[src/rtl/rounder_pkg.sv]
// Shared types and constants for the FPU rounder sequencer.
package rounder_pkg;

    localparam int FR_W    = 57;
    localparam int ER_W    = 13;
    localparam int SIG_W   = 53;
    localparam int SIG_W_S = 24;
    localparam int LZ_W    = 6;

    // Kept-field LSB and guard-bit positions within the normalized significand.
    localparam int KEEP_LSB_D = 4;
    localparam int KEEP_LSB_S = 33;
    localparam int GUARD_D    = 3;
    localparam int GUARD_S    = 32;

    localparam logic [ER_W-1:0] EMAX_D = 13'h07FF;
    localparam logic [ER_W-1:0] EMAX_S = 13'h00FF;

    typedef enum logic [2:0] {
        ST_IDLE,
        ST_FLAG,
        ST_NORM,
        ST_RND,
        ST_OUT
    } state_e;

    typedef enum logic [1:0] {
        RM_RNE = 2'b00,
        RM_RZ  = 2'b01,
        RM_RU  = 2'b10,
        RM_RD  = 2'b11
    } rm_e;

endpackage

[src/rtl/rnd_decide.sv]
// Rounding increment and inexact decision from guard, sticky, kept LSB, sign
// and rounding mode.
module rnd_decide
    import rounder_pkg::*;
(
    input  logic g_i,
    input  logic s_i,
    input  logic lsb_i,
    input  logic sign_i,
    input  rm_e  rm_i,
    output logic inc_o,
    output logic inx_o
);

    // Select the increment rule for the active rounding mode.
    always_comb begin
        inc_o = 1'b0;
        inx_o = g_i | s_i;
        unique case (rm_i)
            RM_RNE:  inc_o = g_i & (s_i | lsb_i);
            RM_RZ:   inc_o = 1'b0;
            RM_RU:   inc_o = ~sign_i & (g_i | s_i);
            RM_RD:   inc_o = sign_i & (g_i | s_i);
            default: inc_o = 1'b0;
        endcase
    end

endmodule

[src/rtl/rnd_flags.sv]
// Pre-rounding flag evaluation: leading-zero count of the significand and
// tiny/overflow detection on the normalized exponent (er - lz, computed one
// bit wider so it cannot wrap). A zero significand raises no flags.
module rnd_flags
    import rounder_pkg::*;
(
    input  logic [FR_W-1:0] fr_i,
    input  logic [ER_W-1:0] er_i,
    input  logic            db_i,
    output logic            tiny_o,
    output logic            ovf1_o,
    output logic [LZ_W-1:0] lz_o
);

    logic signed [ER_W:0] e_ext;
    logic signed [ER_W:0] emax_ext;
    logic                 nz;

    // Priority encode the most significant set bit into a left-shift count.
    always_comb begin
        lz_o = LZ_W'(FR_W);
        for (int unsigned i = 0; i < FR_W; i++) begin
            if (fr_i[i]) lz_o = LZ_W'(FR_W - 1 - i);
        end
    end

    // Classify the normalized exponent against the precision's range.
    always_comb begin
        nz       = |fr_i;
        e_ext    = $signed({er_i[ER_W-1], er_i}) - $signed({{(ER_W + 1 - LZ_W){1'b0}}, lz_o});
        emax_ext = $signed({1'b0, (db_i ? EMAX_D : EMAX_S)});
        tiny_o   = nz & (e_ext < $signed(14'sd1));
        ovf1_o   = nz & (e_ext >= emax_ext);
    end

endmodule

[src/rtl/rounder_ctrl.sv]
// Multi-cycle rounder sequencer: IDLE -> FLAG -> NORM -> RND -> OUT.
// One result in flight; outputs registered on entry to OUT.
// Optional accumulated exception flags: define RND_STICKY_FLAGS_EN.
module rounder_ctrl
    import rounder_pkg::*;
(
    input  logic             clk,
    input  logic             rst,
    input  logic             in_valid,
    output logic             in_ready,
    input  logic [FR_W-1:0]  in_fr,
    input  logic [ER_W-1:0]  in_er,
    input  logic             in_db,
    input  logic             in_sign,
    input  logic [1:0]       in_rm,
    output logic             out_valid,
    input  logic             out_ready,
    output logic [SIG_W-1:0] out_sig,
    output logic [ER_W-1:0]  out_exp,
    output logic             out_sign,
    output logic             out_tiny,
    output logic             out_ovf,
    output logic             out_inx,
    input  logic             flags_clr,
    output logic [2:0]       sticky_flags
);

    state_e            state_q, state_d;
    logic [FR_W-1:0]   fr_q, fn_q;
    logic [ER_W-1:0]   er_q, en_q;
    logic              db_q, sign_q;
    rm_e               rm_q;
    logic              tiny_q, ovf1_q;
    logic [LZ_W-1:0]   lz_q;

    logic [SIG_W-1:0]  sig_q;
    logic [ER_W-1:0]   exp_q;
    logic              osign_q, otiny_q, oovf_q, oinx_q;

    logic              fl_tiny, fl_ovf1;
    logic [LZ_W-1:0]   fl_lz;

    logic [SIG_W-1:0]  kept;
    logic [SIG_W:0]    sum;
    logic              g, s, inc, inx, carry;
    logic [SIG_W-1:0]  sig_d;
    logic [ER_W-1:0]   exp_d;
    logic              tiny_d, ovf_d, inx_d;

    rnd_flags u_flags (
        .fr_i   (fr_q),
        .er_i   (er_q),
        .db_i   (db_q),
        .tiny_o (fl_tiny),
        .ovf1_o (fl_ovf1),
        .lz_o   (fl_lz)
    );

    rnd_decide u_decide (
        .g_i    (g),
        .s_i    (s),
        .lsb_i  (kept[0]),
        .sign_i (sign_q),
        .rm_i   (rm_q),
        .inc_o  (inc),
        .inx_o  (inx)
    );

    // State register.
    always_ff @(posedge clk) begin
        if (rst) state_q <= ST_IDLE;
        else     state_q <= state_d;
    end

    // Next-state sequencing through the shared datapath steps.
    always_comb begin
        state_d = state_q;
        unique case (state_q)
            ST_IDLE: if (in_valid) state_d = ST_FLAG;
            ST_FLAG: state_d = ST_NORM;
            ST_NORM: state_d = ST_RND;
            ST_RND:  state_d = ST_OUT;
            ST_OUT:  if (out_ready) state_d = ST_IDLE;
            default: state_d = ST_IDLE;
        endcase
    end

    // Rounding of the normalized significand, with carry-out renormalization.
    always_comb begin
        kept   = db_q ? fn_q[FR_W-1:KEEP_LSB_D]
                      : {{(SIG_W - SIG_W_S){1'b0}}, fn_q[FR_W-1:KEEP_LSB_S]};
        g      = db_q ? fn_q[GUARD_D] : fn_q[GUARD_S];
        s      = db_q ? |fn_q[GUARD_D-1:0] : |fn_q[GUARD_S-1:0];
        sum    = {1'b0, kept} + {{SIG_W{1'b0}}, inc};
        carry  = db_q ? sum[SIG_W] : sum[SIG_W_S];
        sig_d  = sum[SIG_W-1:0];
        exp_d  = en_q;
        if (carry) begin
            sig_d = db_q ? (SIG_W'(1) << (SIG_W - 1)) : (SIG_W'(1) << (SIG_W_S - 1));
            exp_d = en_q + ER_W'(1);
        end
        tiny_d = tiny_q;
        ovf_d  = ovf1_q | (carry & (exp_d == (db_q ? EMAX_D : EMAX_S)));
        inx_d  = inx;
        if (~|fn_q) begin
            sig_d  = '0;
            exp_d  = '0;
            tiny_d = 1'b0;
            ovf_d  = 1'b0;
            inx_d  = 1'b0;
        end
    end

    // Datapath registers, each loaded in the state that owns it.
    always_ff @(posedge clk) begin
        if (rst) begin
            sig_q   <= '0;
            exp_q   <= '0;
            osign_q <= 1'b0;
            otiny_q <= 1'b0;
            oovf_q  <= 1'b0;
            oinx_q  <= 1'b0;
        end else begin
            unique case (state_q)
                ST_IDLE: if (in_valid) begin
                    fr_q   <= in_fr;
                    er_q   <= in_er;
                    db_q   <= in_db;
                    sign_q <= in_sign;
                    rm_q   <= rm_e'(in_rm);
                end
                ST_FLAG: begin
                    tiny_q <= fl_tiny;
                    ovf1_q <= fl_ovf1;
                    lz_q   <= fl_lz;
                end
                ST_NORM: begin
                    fn_q <= fr_q << lz_q;
                    en_q <= er_q - ER_W'(lz_q);
                end
                ST_RND: begin
                    sig_q   <= sig_d;
                    exp_q   <= exp_d;
                    osign_q <= sign_q;
                    otiny_q <= tiny_d;
                    oovf_q  <= ovf_d;
                    oinx_q  <= inx_d;
                end
                default: ;
            endcase
        end
    end

    assign in_ready  = (state_q == ST_IDLE);
    assign out_valid = (state_q == ST_OUT);
    assign out_sig   = sig_q;
    assign out_exp   = exp_q;
    assign out_sign  = osign_q;
    assign out_tiny  = otiny_q;
    assign out_ovf   = oovf_q;
    assign out_inx   = oinx_q;

`ifdef RND_STICKY_FLAGS_EN
    logic [2:0] sticky_q;

    // Accumulate flags per delivered result; a coincident clear keeps only the new result.
    always_ff @(posedge clk) begin
        if (rst) begin
            sticky_q <= '0;
        end else if (out_valid && out_ready) begin
            sticky_q <= flags_clr ? {oovf_q, otiny_q, oinx_q}
                                  : (sticky_q | {oovf_q, otiny_q, oinx_q});
        end else if (flags_clr) begin
            sticky_q <= '0;
        end
    end

    assign sticky_flags = sticky_q;
`else
    logic unused_flags_clr;
    assign unused_flags_clr = flags_clr;
    assign sticky_flags     = '0;
`endif

endmodule
[config.mk]
export PLATFORM = sky130hd
export DESIGN_NAME = rounder_ctrl
export DESIGN_NICKNAME = d
export VERILOG_FILES = /design/src/rtl/rounder_pkg.sv /design/src/rtl/rnd_decide.sv /design/src/rtl/rnd_flags.sv /design/src/rtl/rounder_ctrl.sv
export SDC_FILE = /design/constraint.sdc
export NUM_CORES = 1
export LEC_CHECK = 0
export CELL_PAD_IN_SITES_DETAIL_PLACEMENT = 0
export CELL_PAD_IN_SITES_GLOBAL_PLACEMENT = 1
export CORE_AREA = 10 10 230 232
export DETAILED_ROUTE_END_ITERATION = 10
export DIE_AREA = 0 0 240 242
export PLACE_DENSITY_LB_ADDON = 0.1
export SYNTH_ARGS = -nofsm -noshare
export SYNTH_HDL_FRONTEND = slang
export SYNTH_HIERARCHICAL = 1
export SYNTH_SLANG_ARGS = --single-unit
[constraint.sdc]
create_clock -name clk -period 4.4 [get_ports clk]
set_input_delay 0.88 -clock clk [delete_from_list [all_inputs] [get_ports clk]]
set_output_delay 0.88 -clock clk [all_outputs]
set_load 0.05 [all_outputs]
==> metrics.md <==
| Metric | Value |
|---|---|
| Area growth from synthesis to layout | 28.21% |
| Overflow after GRT | 0 |
| CP Capture Type | flip-flop |
| Final worst slack | -0.3181 ns |
| Clock Tree Root | clkbuf_16 |
| R2r endpoint | ovf1_q |
| Crit path cell chain | o31ai_4, a211oi_1, o31a_1, o211ai_1, nand2_2, fa_2, a211oi_4, o21bai_1, a2111o_1, nor3_2, xor2_1, ha_1, nand4_1, nor4_2, o2111ai_1, or4b_1, a211oi_2 |
| PortBufs | approximately 150 |
| Layout Skew | ~0.030 ns |
| Register-to-register setup slack | -0.32 ns |
| DRT Pass-1 Iters | 5 |
| Yosys Warn Count | 6 |
| Met1 usage | ~20% |
| #FFs+latches synth | 225 |
| Post-Place Cell Area | about 0.017 mm2 |
| Worst-Margin Slew | slightly below 1 ns |
| Avg Cell Area, Syn | slightly above 9 um2 |
| Crit path buffers/inverters | 0 |
| Post-layout util | 37.74% |
| Drt wl/cell | between 15 and 20 um |
| CP Launch Type | flip-flop |
| Setup CP Type | reg -> reg |
| Area of the multi-input gates | around 0.0078 mm2 |
| DRC | 0 |
| Busiest grt layer | met2 |
| Antenna violations before repair | 0 |
| RSZ-0062 raised after global routing | yes |
| Slew Limit Headroom | roughly 34% |
| Worst r2r src | fr_q[3] |
| CTS Sinks | approximately 230 |
| Fill cell count | roughly 5000 |
| Most used flip-flop cell after synthesis | edfxtp_1 |
| Largest net degree at the start of global routing | 72 |
| GP Congestion | between 0.8 and 0.9 |
| Pwr/cell area | roughly 300 mW/mm2 |
| Fraction of registers with async set/reset | 0% |
| Sum Neg Setup Slack | -0.3181 ns |
| Final ANT Viol Nets | 0 |
| CTS tree | done |
| Hold endpoint | out_sig[41] |
| Starting density of the core | between 20% and 30% |
| Worst Hold Path Cells | 2 |
| Most common cell after layout, fill and taps aside | nor2_1 |
| Commonest non-fill, non-tap cells in the layout | 208 x nor2_1, 205 x nand2_1, 152 x edfxtp_1 |
| Area of the core | between 0.04 and 0.05 mm2 |
| Post-placement cell count | 2349 |
| Reg2Reg Depth | 17 |
| Area of the die | between 0.05 and 0.06 mm2 |
| Max Cap Violations | 0 |
| # IOs | 154 |
| Worst skew pair latency | between 0.5 and 0.6 ns |
| Setup-failing EPs final | 1 |
| Critical Path AT | between 5 and 6 ns |
| Min-Delay Startpoint | out_sig[41] |
| Layout Nets | roughly 1900 |
| Routing usage on met3 | under 10% |
| Status | finished with violations |
| Failing checks | setup timing |
| Share of layout cells above drive strength 1 | approximately 16% |
| Synth Cell Area | 0.01426 mm2 |
| Max VDD drop | roughly 0.25 mV |
| Die height | about 240 um |
| Slowest-stage cell, CP | or4b_1 |
| Vias | around 12000 |
| Final instance area | 0.01828 mm2 |
| Final hold slack | approximately 0.45 ns |
| Clk buf depth | 3 |
| Minimum clock period | 4.718 ns |
| Synth top area share | 32.01% |
| Met2 Resource Use GR | roughly a quarter |
| H-tree depth | 1 |
| Vias per cell | ~5 |
| Dpl ws | -0.4550 ns |
| Crit share post-route | 107.2% |
| Vias in the first global route | around 12000 |
| Leak | ~6.6 nW |
| Number of DRC markers in iteration 0 | between 600 and 700 |
| Seq/Total Area, Yosys | about 42% |
| Worst-path maximum fanout | 3 |
| Row cnt | just over 80 |
| Worst path max stage delay | between 0.5 and 0.6 ns |
| Synth area leader | edfxtp_1 |
| # hold bufs at CTS | 0 |
| Fmax | ~210 MHz |
| PnR Total Power | approximately 5.5 mW |
| Post-synth EDFFs | about 150 |
| Detailed Place HPWL | 36.85 mm |
| Antenna cell count | 0 |
| Hold WC Path Type | reg -> reg |
| Synth Instances | roughly 1500 |
| Sequential Area | about 0.006 mm2 |
| Pins Over Slew Limit | 0 |
| WP data required | between 4 and 5 ns |
| WL final | 46.78 mm |
| First-pass GRT wire length | around 72 mm |
| Global-route usage over all layers | between 10% and 20% |
| Cell variety after synth | 91 |
| CP delay by family, top | compound AO/OA/AOI/OAI gates |
| Synth top area cells | edfxtp_1 32%, dfxtp_1 10%, mux4_2 6.0% |
| Die Wd | between 200 and 250 um |
| Final Hold Fails | 0 |
| Clock transition at path regs | roughly 0.060 ns |
| Fin cells | 2401 |
| Total CTS buffers | 28 |
state kept, by name (all words and copies together) (netlist names), 2 cells and up:
| register | count |
|---|---|
| out_exp | 13 |
| state_q | 3 |
| fn_q | 57 |
| er_q | 13 |
| out_sig | 53 |
| en_q | 13 |
| lz_q | 6 |
| fr_q | 57 |
| rm_q | 2 |
metal layers:
layer | vias up | part of all wire [%]
met5 | - | 0
met4 | 0 | 2.7
met3 | 63 | 4.0
met2 | 250 | 48
met1 | 5797 | 45
li1 | 6114 | -
tightest hold or removal path, delay by kind of cell, from the launching register on:
kind	cells	cell delay, ns
AND/OR/NAND/NOR	1	0.05
flip-flops	1	0.31
AO/OA/AOI/OAI	1	0.05
how the worst max path moves through the flow:
stage	startpoint	end	slack, ns	depth (start not counted)
after floorplan	fr_q[50]	ovf1_q	0.002	18
after global placement	fr_q[3]	ovf1_q	-0.45	17
after detailed placement	fr_q[3]	ovf1_q	-0.46	17
after CTS	fr_q[3]	ovf1_q	-0.37	17
after global routing	fr_q[3]	ovf1_q	-0.54	17
final	fr_q[3]	ovf1_q	-0.32	17
synth_stat cells, types with 31 or more instances:
cell,instances
xnor2_1,46
dfxtp_1,73
mux4_2,38
a22oi_1,55
a21oi_1,57
inv_1,34
nor2_1,208
mux2i_1,59
edfxtp_1,152
nand2_1,206
xor2_1,31
clkbuf_1,71
nor4_1,35
o21ai_0,67
nor3_1,32
nand3_1,41
final cells by class:
| cell class | instances | share of cell area, % |
|---|---|---|
| Multi-Input combinational cell | 1177 | 42.92 |
| Sequential cell | 225 | 32.96 |
| Timing Repair Buffer | 290 | 14.12 |
| Clock buffer | 43 | 4.585 |
| Tap cell | 622 | 4.256 |
| Inverter | 36 | 0.7391 |
| Clock inverter | 8 | 0.4174 |
cells by family after synthesis:
group | after synthesis | synth area share (%)
buffers and inverters | 128 | 3.571
muxes | 113 | 11.41
AOI/OAI and AO/OA | 311 | 14.42
adders and majority gates | 20 | 1.860
DFF | 225 | 42.25
xor gates and xnor gates | 77 | 4.729
and+or+nand+nor | 653 | 21.73
other | 1 | 0.02630
power by group:
group	total (mW)	switching [mW]	internal [mW]
Combinational	0.845	0.479	0.366
Clock	2.23	0.921	1.31
Sequential	2.43	0.0788	2.36
Total	5.51	1.48	4.03
repair_timing:
action | 4_1_cts | 5_1_grt
buffers inserted | 1 | 0
pin swaps | 3 | 3
gates resized for setup | 11 | 7
setup endpoints to repair | 1 | 1
Power figures use the tool's default switching activity.
